## config.mk

```make
export PLATFORM = sky130hd
export DESIGN_NAME = fetch_queue_flat
export DESIGN_NICKNAME = d
export VERILOG_FILES = /design/src/rtl/fetch_queue_if.sv /design/src/rtl/fetch_queue.sv /design/src/flat_wrapper.sv
export SDC_FILE = /design/constraint.sdc
export NUM_CORES = 1
export LEC_CHECK = 0
export BUFFER_PORTS_ARGS = -buffer_cell sky130_fd_sc_hd__buf_2
export CAP_MARGIN = 20
export CORE_MARGIN = 2
export CORE_UTILIZATION = 55
export CTS_BUF_LIST = sky130_fd_sc_hd__clkbuf_8
export DETAILED_ROUTE_END_ITERATION = 6
export PLACE_DENSITY = 0.87
export RECOVER_POWER = 50
export SLEW_MARGIN = 30
export SYNTH_ARGS = -nofsm -noshare
export SYNTH_HDL_FRONTEND = slang
export SYNTH_SLANG_ARGS = --single-unit
export TNS_END_PERCENT = 20
```

## constraint.sdc

```tcl
create_clock -name clock -period 10.7 [get_ports clock]
set_input_delay 2.14 -clock clock [delete_from_list [all_inputs] [get_ports clock]]
set_output_delay 2.14 -clock clock [all_outputs]
set_load 0.005 [all_outputs]
```

## src/rtl/fetch_queue_if.sv

```systemverilog
// fetch_queue_if: instruction-memory, redirect and IF/ID handshake signals of the fetch queue.
interface fetch_queue_if #(
    parameter int DEPTH = 4
) ();
    logic                     imem_rd;
    logic [31:0]              imem_addr;
    logic [31:0]              imem_dout;
    logic                     redirect;
    logic [31:0]              redirect_pc;
    logic                     out_valid;
    logic                     out_ready;
    logic [31:0]              out_instr;
    logic [31:0]              out_pc;
    logic [$clog2(DEPTH):0]   count;

    modport master (
        output imem_rd, imem_addr, out_valid, out_instr, out_pc, count,
        input  imem_dout, redirect, redirect_pc, out_ready
    );
    modport slave (
        input  imem_rd, imem_addr, out_valid, out_instr, out_pc, count,
        output imem_dout, redirect, redirect_pc, out_ready
    );
endinterface

```

## src/rtl/fetch_queue.sv

```systemverilog
// fetch_queue: IF-stage fetch unit; owns the PC, reads instruction memory and buffers
// fetched words with their PCs in a FIFO; a branch redirect flushes the wrong path.
module fetch_queue #(
    parameter int          DEPTH    = 4,
    parameter logic [31:0] RESET_PC = 32'h0,
    parameter int          PC_STEP  = 1
) (
    input logic           clock,
    input logic           reset,
    fetch_queue_if.master bus
);
    localparam int AW = $clog2(DEPTH);
    localparam int CW = AW + 1;

    logic [31:0]   pc_reg, inflight_pc;
    logic          inflight;
    logic [31:0]   instr_mem [DEPTH];
    logic [31:0]   pc_mem [DEPTH];
    logic [AW-1:0] rd_ptr, wr_ptr;
    logic [CW-1:0] count;
    logic [CW:0]   occupancy;
    logic          issue, push, pop;

    // Occupancy counts the in-flight word so a full FIFO never receives a push.
    assign occupancy = {1'b0, count} + {{CW{1'b0}}, inflight};
    assign issue     = !bus.redirect && (occupancy < (CW+1)'(DEPTH));
    assign push      = inflight && !bus.redirect;
    assign pop       = (count != '0) && bus.out_ready && !bus.redirect;

    always_ff @(posedge clock or posedge reset) begin
        if (reset) begin
            pc_reg      <= RESET_PC;
            inflight    <= 1'b0;
            inflight_pc <= '0;
            rd_ptr      <= '0;
            wr_ptr      <= '0;
            count       <= '0;
            for (int i = 0; i < DEPTH; i++) begin
                instr_mem[i] <= '0;
                pc_mem[i]    <= '0;
            end
        end else if (bus.redirect) begin
            pc_reg   <= bus.redirect_pc;
            inflight <= 1'b0;
            rd_ptr   <= '0;
            wr_ptr   <= '0;
            count    <= '0;
        end else begin
            inflight <= issue;
            if (issue) begin
                inflight_pc <= pc_reg;
                pc_reg      <= pc_reg + 32'(PC_STEP);
            end
            if (push) begin
                instr_mem[wr_ptr] <= bus.imem_dout;
                pc_mem[wr_ptr]    <= inflight_pc;
                wr_ptr            <= wr_ptr + 1'b1;
            end
            if (pop) rd_ptr <= rd_ptr + 1'b1;
            count <= count + CW'(push) - CW'(pop);
        end
    end

    assign bus.imem_rd   = issue;
    assign bus.imem_addr = pc_reg;
    assign bus.out_valid = count != '0;
    assign bus.out_instr = instr_mem[rd_ptr];
    assign bus.out_pc    = pc_mem[rd_ptr];
    assign bus.count     = count;
endmodule

```

## src/flat_wrapper.sv

```systemverilog
// flat-port wrapper written by rule: the top's interface ports become plain ports
module fetch_queue_flat 
#(
    parameter int          DEPTH    = 4,
    parameter logic [31:0] RESET_PC = 32'h0,
    parameter int          PC_STEP  = 1
)
  (clock, reset, bus_imem_rd, bus_imem_addr, bus_out_valid, bus_out_instr, bus_out_pc, bus_count, bus_imem_dout, bus_redirect, bus_redirect_pc, bus_out_ready);
  fetch_queue_if #(.DEPTH(DEPTH)) bus_i ();
  input logic clock;
  input logic reset;
  output wire logic [$bits(bus_i.imem_rd)-1:0] bus_imem_rd;
  output wire logic [$bits(bus_i.imem_addr)-1:0] bus_imem_addr;
  output wire logic [$bits(bus_i.out_valid)-1:0] bus_out_valid;
  output wire logic [$bits(bus_i.out_instr)-1:0] bus_out_instr;
  output wire logic [$bits(bus_i.out_pc)-1:0] bus_out_pc;
  output wire logic [$bits(bus_i.count)-1:0] bus_count;
  input wire logic [$bits(bus_i.imem_dout)-1:0] bus_imem_dout;
  input wire logic [$bits(bus_i.redirect)-1:0] bus_redirect;
  input wire logic [$bits(bus_i.redirect_pc)-1:0] bus_redirect_pc;
  input wire logic [$bits(bus_i.out_ready)-1:0] bus_out_ready;
  assign bus_imem_rd = bus_i.imem_rd;
  assign bus_imem_addr = bus_i.imem_addr;
  assign bus_out_valid = bus_i.out_valid;
  assign bus_out_instr = bus_i.out_instr;
  assign bus_out_pc = bus_i.out_pc;
  assign bus_count = bus_i.count;
  assign bus_i.imem_dout = bus_imem_dout;
  assign bus_i.redirect = bus_redirect;
  assign bus_i.redirect_pc = bus_redirect_pc;
  assign bus_i.out_ready = bus_out_ready;
  fetch_queue #(.DEPTH(DEPTH), .RESET_PC(RESET_PC), .PC_STEP(PC_STEP)) u_core (.clock(clock), .reset(reset), .bus(bus_i));
endmodule
```

After elaboration in Yosys (flattened, before gate mapping)
Index checks and enable logic that the tools add are counted.
W data, S select, Z words.

storage, ports and cells
  register bits after elaboration = 328
  input port bits = 68
  output and inout bits = 101
  word-level logic and storage cells = 57

cells by class
  add/sub/neg operators = 6
  order comparisons = 4
  mux-type cells = 18
  bitwise gates (word level) = 3
  reduce and logical (&&, ||, !) cells = 12

operators with widths
  operator                 count
  $bwmux W128              2
  $mux W32                 7
  $bmux W32 S2             2
  $demux W32 S2            1
  $add A32 B1 Y32 const B  1
  $mux W2                  4
  $ge A3 B3 Y1 const B     2
  $not A2 Y3               2
  $reduce_bool A2 Y1       3
  $logic_and A1 B1 Y1      5
  $add A2 B1 Y2 const B    2
  $add A3 B1 Y4            1
  $lt A4 B3 Y1 const B     1
  $reduce_and A2 Y1        2
  $add A3 B1 Y3            1
  $lt A3 B1 Y1 const B     1
  $mux W3                  1
  $reduce_bool A3 Y1       1
  $sub A3 B1 Y3            1
  $logic_not A1 Y1         1
  $mux W1                  1
  $not A1 Y1               1

Longest topological paths before layout
Gate-level depths: netlist of the first run.

  depth in word-level cells = 6
  mapped depth = 10
  gate-level depth less buffers = 10

Least setup slack after synthesis of the first run
Ideal clock, no wire load.

  kind = input port to output port
  start point = input bus_redirect
  end point = output bus_imem_rd
  data arrival time = 2,712 ps
  required time = 8,560 ps
  path slack = 5,848 ps
  cell stages on the path = 3
  buffers on the path = 2
  path through = buf_6 > nor2_2 > buf_4

on the way
  word-level cells in the longest chain between the ends = 2

ends and longest elaborated chain
  element              line                source
  start: declaration   flat_wrapper.sv:19  input wire logic [$bits(bus_i.redirect)-1:0] bus_redirect;
  $logic_not A1 Y1     fetch_queue.sv:26   assign issue = !bus.redirect && (occupancy < (CW+1)'(DEPTH));
  $logic_and A1 B1 Y1  fetch_queue.sv:26
  end: declaration     flat_wrapper.sv:12  output wire logic [$bits(bus_i.imem_rd)-1:0] bus_imem_rd;

Every way passes these cells.

Final worst setup path of the first run
Ends and elaborated chain as after synthesis.

==> results.md, run 1 <==
- Top layer in use: met4
- Initial Utilization: 56.00%
- Pwr Density: 264.3 mW/mm2
- Clk_skew: 0.03874 ns
- Number of buffer cells added on primary ports: 168
- Hold crit path type: reg -> reg
- CTS Root Cell: clkbuf_8
- Crit start category: input pin
- Chip width: 166.9 um
- Worst-path fanout max: 63
- Post-route worst setup slack: 4.364 ns
- Top cells by count, synth: dfrtp_1 (328), mux2_2 (291), mux4_2 (64)
- CTS H-tree lvls: 2
- CP Cell Sequence: buf_2 > clkbuf_1 > nor2_4 > buf_2
- Logic pwr share: 29.4%
- Final Hold Vio Count: 0
- # setup viols final: 0
- Slowest-stage cell, CP: clkbuf_1
- #FFs+latches synth: 328
- Fin crit period: 6.336 ns
- Rows: 59
- Status: finished with violations
- CTS buffer count: 52
- Top cell type's share of synthesized area: 56.24%
- Net switching power: 1299 uW
- Vias in the first global route: 9439
- Area growth from synthesis to layout: 14.93%
- 1st-pass router iterations: 5
- Placeable Area: 0.02606 mm2
- HPWL reported at the end of detailed placement: 18.57 mm
- Top cells by area, synth: dfrtp_1 (56%), mux2_2 (22%), mux4_2 (9.9%)
- Met3 WL: 2.177 mm
- Met2 WL post-DR: 14.83 mm
- Switch share: 29.31%
- Setup TNS: 0 ns
- Nets: 1196
- Routed length per instance: 20.45 um
- WS Path Type: in -> out
- Worst rel slew slack: -93.85%
- Total gr overflow: 0
- Synth cell types: 45
- Total Die Area: 0.02785 mm2
- Slew @ Worst Pin: 2.908 ns
- Synthesized cell area: 0.01459 mm2
- CP most frequent cell: buf_2
- Cts hold-fix bufs: 0
- Reg power frac: 46.5%
- Antenna violations before repair: 0
- Diode count: 0
- Number of vias per cell: 5.886
- Max_cap viols: 3
- EDFF count, synth: 0
- Sequential fraction of the synthesis area: 56.24%
- Die Height: 166.9 um
- Peak VDD IR: 0.1734 mV
- FFs w/ async S/R, synth: 100.0%
- Wire length on met1: 12.94 mm
- Final GP Congestion: 0.8075
- Average size of a mapped cell: 15.46 um2
- Pleak: 0.007615 uW
- Largest net degree at the start of global routing: 176
- Post CTS Setup Buffer Count: 0
- Clock latency on the worst-skew pair: 0.59 ns
- Ys Warns: 0
- First-pass GRT wire length: 50.36 mm
- Vias: 8800
- Max clock buf depth: 3
- Clock power share: 24.1%
- Fin crit share: 59.22%
- Setup WS pre-CTS: 5.646 ns
- CTS tree: yes
- Violated checks: capacitance limit, slew limit
- CP Capture Type: output port
- CTS Sinks: 328
- Drt initial violations: 437
- Critical Path RT: 8.56 ns
- Syn Nets: 1021
- Overall routed net length: 30.58 mm
- Fraction of layout cells with a size suffix above 1: 53.02%
- # resized after CTS: 0
- Top FF cell, synth: dfrtp_1
- Final ANT Viol Nets: 0
- Max Slew Vio Count: 154
- Max Freq: 0.1578 GHz
- Remaining DRCs: 0
- RSZ-0062 raised after global routing: no
- Yosys top cell by area: dfrtp_1
- Worst path max stage delay: 1.77 ns
- Clock transition at path regs: 0.06 ns
- Most frequent cell after synthesis: dfrtp_1
- Int Pwr: 3133 uW
- Fin util: 64.36%
- Arrival @ worst endpoint: 4.20 ns
- Syn Inst Count: 944
- All-Layer GR Usage: 22.51%
- I/O pin cnt: 169
==> logic make-up (layout without fill, tap and decap cells) <==
kind of cell / Yosys count / in the layout / synth area share (%)
AOI/OAI and AO/OA: 36 / 36 / 1.612
xor gates and xnor gates: 31 / 31 / 1.860
adders and majority gates: 9 / 9 / 0.8231
buffers and inverters: 62 / 278 / 2.220
DFF: 328 / 328 / 56.24
muxes: 357 / 357 / 32.47
and+or+nand+nor: 121 / 121 / 4.775
==> power by group through the flow <==
stage	clock network [uW]	registers [uW]	logic, uW
after global routing	1160	2130	1420
after global placement	0	2030	1270
final	1070	2060	1300
after floorplan	0	1940	971
after CTS	1100	2060	1330
after detailed placement	0	2080	1320
==> routing by layer <==
metal / vias up / GRT usage [%]
met5: - / 0
met4: 0 / 6.222
met3: 55 / 5.466
met2: 311 / 36.34
met1: 4580 / 30.85
li1: 3854 / -
==> final cells by class <==
| type | instances | area [um2] |
|---|---|---|
| multi-input combinational | 554 | 6132 |
| tap | 335 | 419.2 |
| clock buffer | 70 | 963.4 |
| clock inverter | 25 | 121.4 |
| timing repair buffer | 176 | 890.9 |
| sequential | 328 | 8215 |
| fill | 1876 | 9286 |
| inverter | 7 | 30.03 |
==> critical path, delay by kind of cell <==
kind,cells,cell delay [ns]
buffers and inverters,3,2.05
and+or+nand+nor,1,0
==> registers in the layout (all words and copies together), names as in the netlist <==
register	cells
u_core.bus.imem_addr	32
u_core.inflight	1
u_core.rd_ptr	2
u_core.wr_ptr	2
u_core.instr_mem	128
u_core.inflight_pc	32
u_core.bus.count	3
u_core.pc_mem	128
==> through the flow <==
step / power [uW] / cell area (um2) / std cells / hold slack, ns
global placement: 3302 / 15670 / 1399 / 0.4814
floorplan: 2911 / 14600 / 944 / 0.4739
CTS: 4485 / 16790 / 1494 / 0.5019
finish: 4433 / 16770 / 1495 / 0.5003
global route: 4702 / 16770 / 1495 / 0.5106
detailed placement: 3399 / 15710 / 1399 / 0.4884
==> worst paths after layout <==
check | slack [ns] | start | cells past startpoint | end
worst max-delay path | 4.36 | bus_redirect | 4 | bus_imem_rd
worst min register to register | 0.50 | u_core.pc_mem[35] | 1 | u_core.pc_mem[35]
min in group asynchronous | 2.68 | reset | 3 | u_core.instr_mem[126]
max in group asynchronous | 5.53 | reset | 5 | u_core.instr_mem[5]
worst min-delay path | 0.50 | u_core.pc_mem[35] | 1 | u_core.pc_mem[35]
worst max register to register | 6.73 | u_core.bus.count[1] | 7 | u_core.bus.imem_addr[21]
==> cells in the final DEF (no fill, tap or decap), types with 5 or more instances in the layout <==
cell type	instances
dfrtp_1	326
mux2_2	291
buf_2	150
clkbuf_8	70
mux4_2	64
nand2_1	41
o21ai_0	24
clkbuf_1	21
xnor2_1	20
inv_1	18
nand3_1	13
xor2_1	11
nand4_1	11
nor2_1	10
ha_1	8
clkinv_2	8
nor4_1	6
o211ai_1	6
and4_1	5
nor3_1	5
Note: power is estimated with default switching activity, not from simulation.
==> inputs of run 2 (changes only) <==
CORE_UTILIZATION = 60   (was 55)
PLACE_DENSITY = 0.9   (was 0.87)
clock period = 6.48 ns   (was 10.7 ns; I/O delays follow)
==> run 2 against run 1 <==
Against the previous run: the run still ends with capacitance limit, slew limit left; register-to-register slack worse by 4.1 ns; first-iteration DRC count up 39%; sequential power is 67% higher; sequential share of layout area is 0.45 points higher; non-clock buffer count fell by 1; setup slack lost 2.7 ns; critical endpoint unchanged; largest cell class unchanged.
==> results.md, run 2 (same netlist as run 1, synthesis figures left out) <==
- Nets: 1196
- Routed length per instance: 21.17 um
- Int Pwr: 5059 uW
- Arrival @ worst endpoint: 3.48 ns
- Pleak: 0.007599 uW
- Placed Cells: 1387
- Non-Filler Instances: 1474
- Total gr overflow: 0
- Hold Path End: u_core.instr_mem[71]
- Cts hold-fix bufs: 0
- Largest registers: u_core.instr_mem: 128 flops, u_core.pc_mem: 128 flops
- # resized after CTS: 0
- Critical Path RT: 5.18 ns
- First-pass GRT wire length: 50.87 mm
- Clock latency on the worst-skew pair: 0.58 ns
- Logic pwr share: 29.6%
- Violated checks: capacitance limit, slew limit
- CTS buffer count: 53
- Switch share: 29.74%
- Final GP Congestion: 0.8362
- Number of buffer cells added on primary ports: 168
- Area growth from synthesis to layout: 13.89%
- I/O pin cnt: 169
- Hold Path Stages: 1
- HPWL reported at the end of detailed placement: 18.84 mm
- Setup TNS: 0 ns
- Final ANT Viol Nets: 0
- Max Freq: 0.2093 GHz
- CTS Root Cell: clkbuf_8
- Clock power share: 22.4%
- Hold Startpoint: u_core.instr_mem[71]
- Final Hold Vio Count: 0
- WS Path Type: in -> out
- Reg2reg path depth: 7
- Fin crit period: 4.777 ns
- RSZ-0062 raised after global routing: no
- Placeable Area: 0.02411 mm2
- Vias: 8858
- Die Height: 160.0 um
- # setup viols final: 0
- Hold crit path type: reg -> reg
- Remaining DRCs: 0
- All-Layer GR Usage: 25.02%
- Drt initial violations: 608
- Status: finished with violations
- R2r endpoint: u_core.bus.imem_addr[19]
- Max Slew Vio Count: 236
- Slew @ Worst Pin: 3.263 ns
- Worst-path fanout max: 62
- Reg power frac: 48.0%
- Pwr Density: 433.3 mW/mm2
- Initial Utilization: 60.54%
- Rows: 57
- CTS tree: yes
- Most common cell after layout, fill and taps aside: dfrtp_1
- Fraction of layout cells with a size suffix above 1: 53.39%
- Worst rel slew slack: -117.5%
- Storage cell area: 0.008215 mm2
- CP Capture Type: output port
- Clk_skew: 0.03267 ns
- Launching point of the worst reg2reg path: u_core.bus.count[1]
- Commonest non-fill, non-tap cells in the layout: dfrtp_1 (326), mux2_2 (291), buf_2 (164), mux4_2 (64), clkbuf_8 (61)
- Max clock buf depth: 3
- Peak VDD IR: 0.3917 mV
- Antenna violations before repair: 0
- Clock transition at path regs: 0.05 ns
- Fin crit share: 73.73%
- Max_cap viols: 3
- Crit start category: input pin
- Diode count: 0
- Largest net degree at the start of global routing: 153
- Post CTS Setup Buffer Count: 0
- CTS Sinks: 328
- Net switching power: 2142 uW
- FILL cells: 1609
- Overall routed net length: 31.21 mm
- CTS H-tree lvls: 2
- Footprint of the multi-input gates: 0.006135 mm2
- Vias in the first global route: 9541
- R2R Setup Slk: 2.64 ns
- Number of vias per cell: 6.009
- Chip width: 160.0 um
- 1st-pass router iterations: 7
- Total Die Area: 0.02559 mm2
-- run 2: changes by cell type in the layout (fill, tap and decap cells not counted), moves of 2 or more --
cell	change
buf_2	+14
clkbuf_1	-14
clkbuf_8	-9
inv_1	+6
clkinv_2	-5
clkinvlp_4	-2
-- run 2: worst max-delay path by stage --
| stage | to | from | depth (start not counted) |
|---|---|---|---|
| after floorplan | u_core.bus.count[0] | reset | 1 |
| after global placement | bus_out_pc[9] | u_core.rd_ptr[0] | 3 |
| after detailed placement | bus_out_pc[9] | u_core.rd_ptr[0] | 3 |
| after CTS | bus_out_pc[9] | u_core.rd_ptr[0] | 3 |
| after global routing | u_core.instr_mem[33] | reset | 3 |
| final | bus_imem_rd | bus_redirect | 4 |
-- run 2: critical path, stage by stage --
cell and delay, ns:
clkbuf_1 0.12, clkbuf_1 1.84, nor2_4 0.01, buf_2 0.21
-- run 2: area by class of cell --
cell class | count | area share [%]
Inverter | 7 | 0.1656
Tap cell | 324 | 2.439
Sequential cell | 328 | 49.43
Multi-Input combinational cell | 554 | 36.91
Clock inverter | 25 | 0.6700
Clock buffer | 61 | 5.051
Timing Repair Buffer | 175 | 5.337
-- run 2: power groups by stage --
stage                     logic (uW)  clock network (uW)  registers [uW]
after floorplan                 1600                   0            3200
after global placement          2050                   0            3400
after detailed placement        2140                   0            3470
after CTS                       2160                1650            3450
after global routing            2300                1750            3560
final                           2130                1610            3450
-- run 2: stage by stage --
step           instance area, um2  setup slack, ns  total power (uW)  utilization (%)  hold WS [ns]
2_1_floorplan               14600           0.8053              4807                -        0.4739
3_3_place_gp                15660            2.823              5459            64.96        0.4821
3_5_place_dp                15700            2.820              5609            65.11        0.4870
4_1_cts                     16650            2.219              7258            69.06        0.4994
5_1_grt                     16620            1.281              7613            68.95        0.5098
6_report                    16620            1.703              7201            68.95        0.4988
-- run 2: layer usage --
layer  vias up  share of wire [%]  GRT usage, %
li1       3850                  -             -
met1      4661                 43         34.20
met4         0                2.2         7.699
met2       286                 49         40.75
met5         -                  0             0
met3        61                6.3         5.558
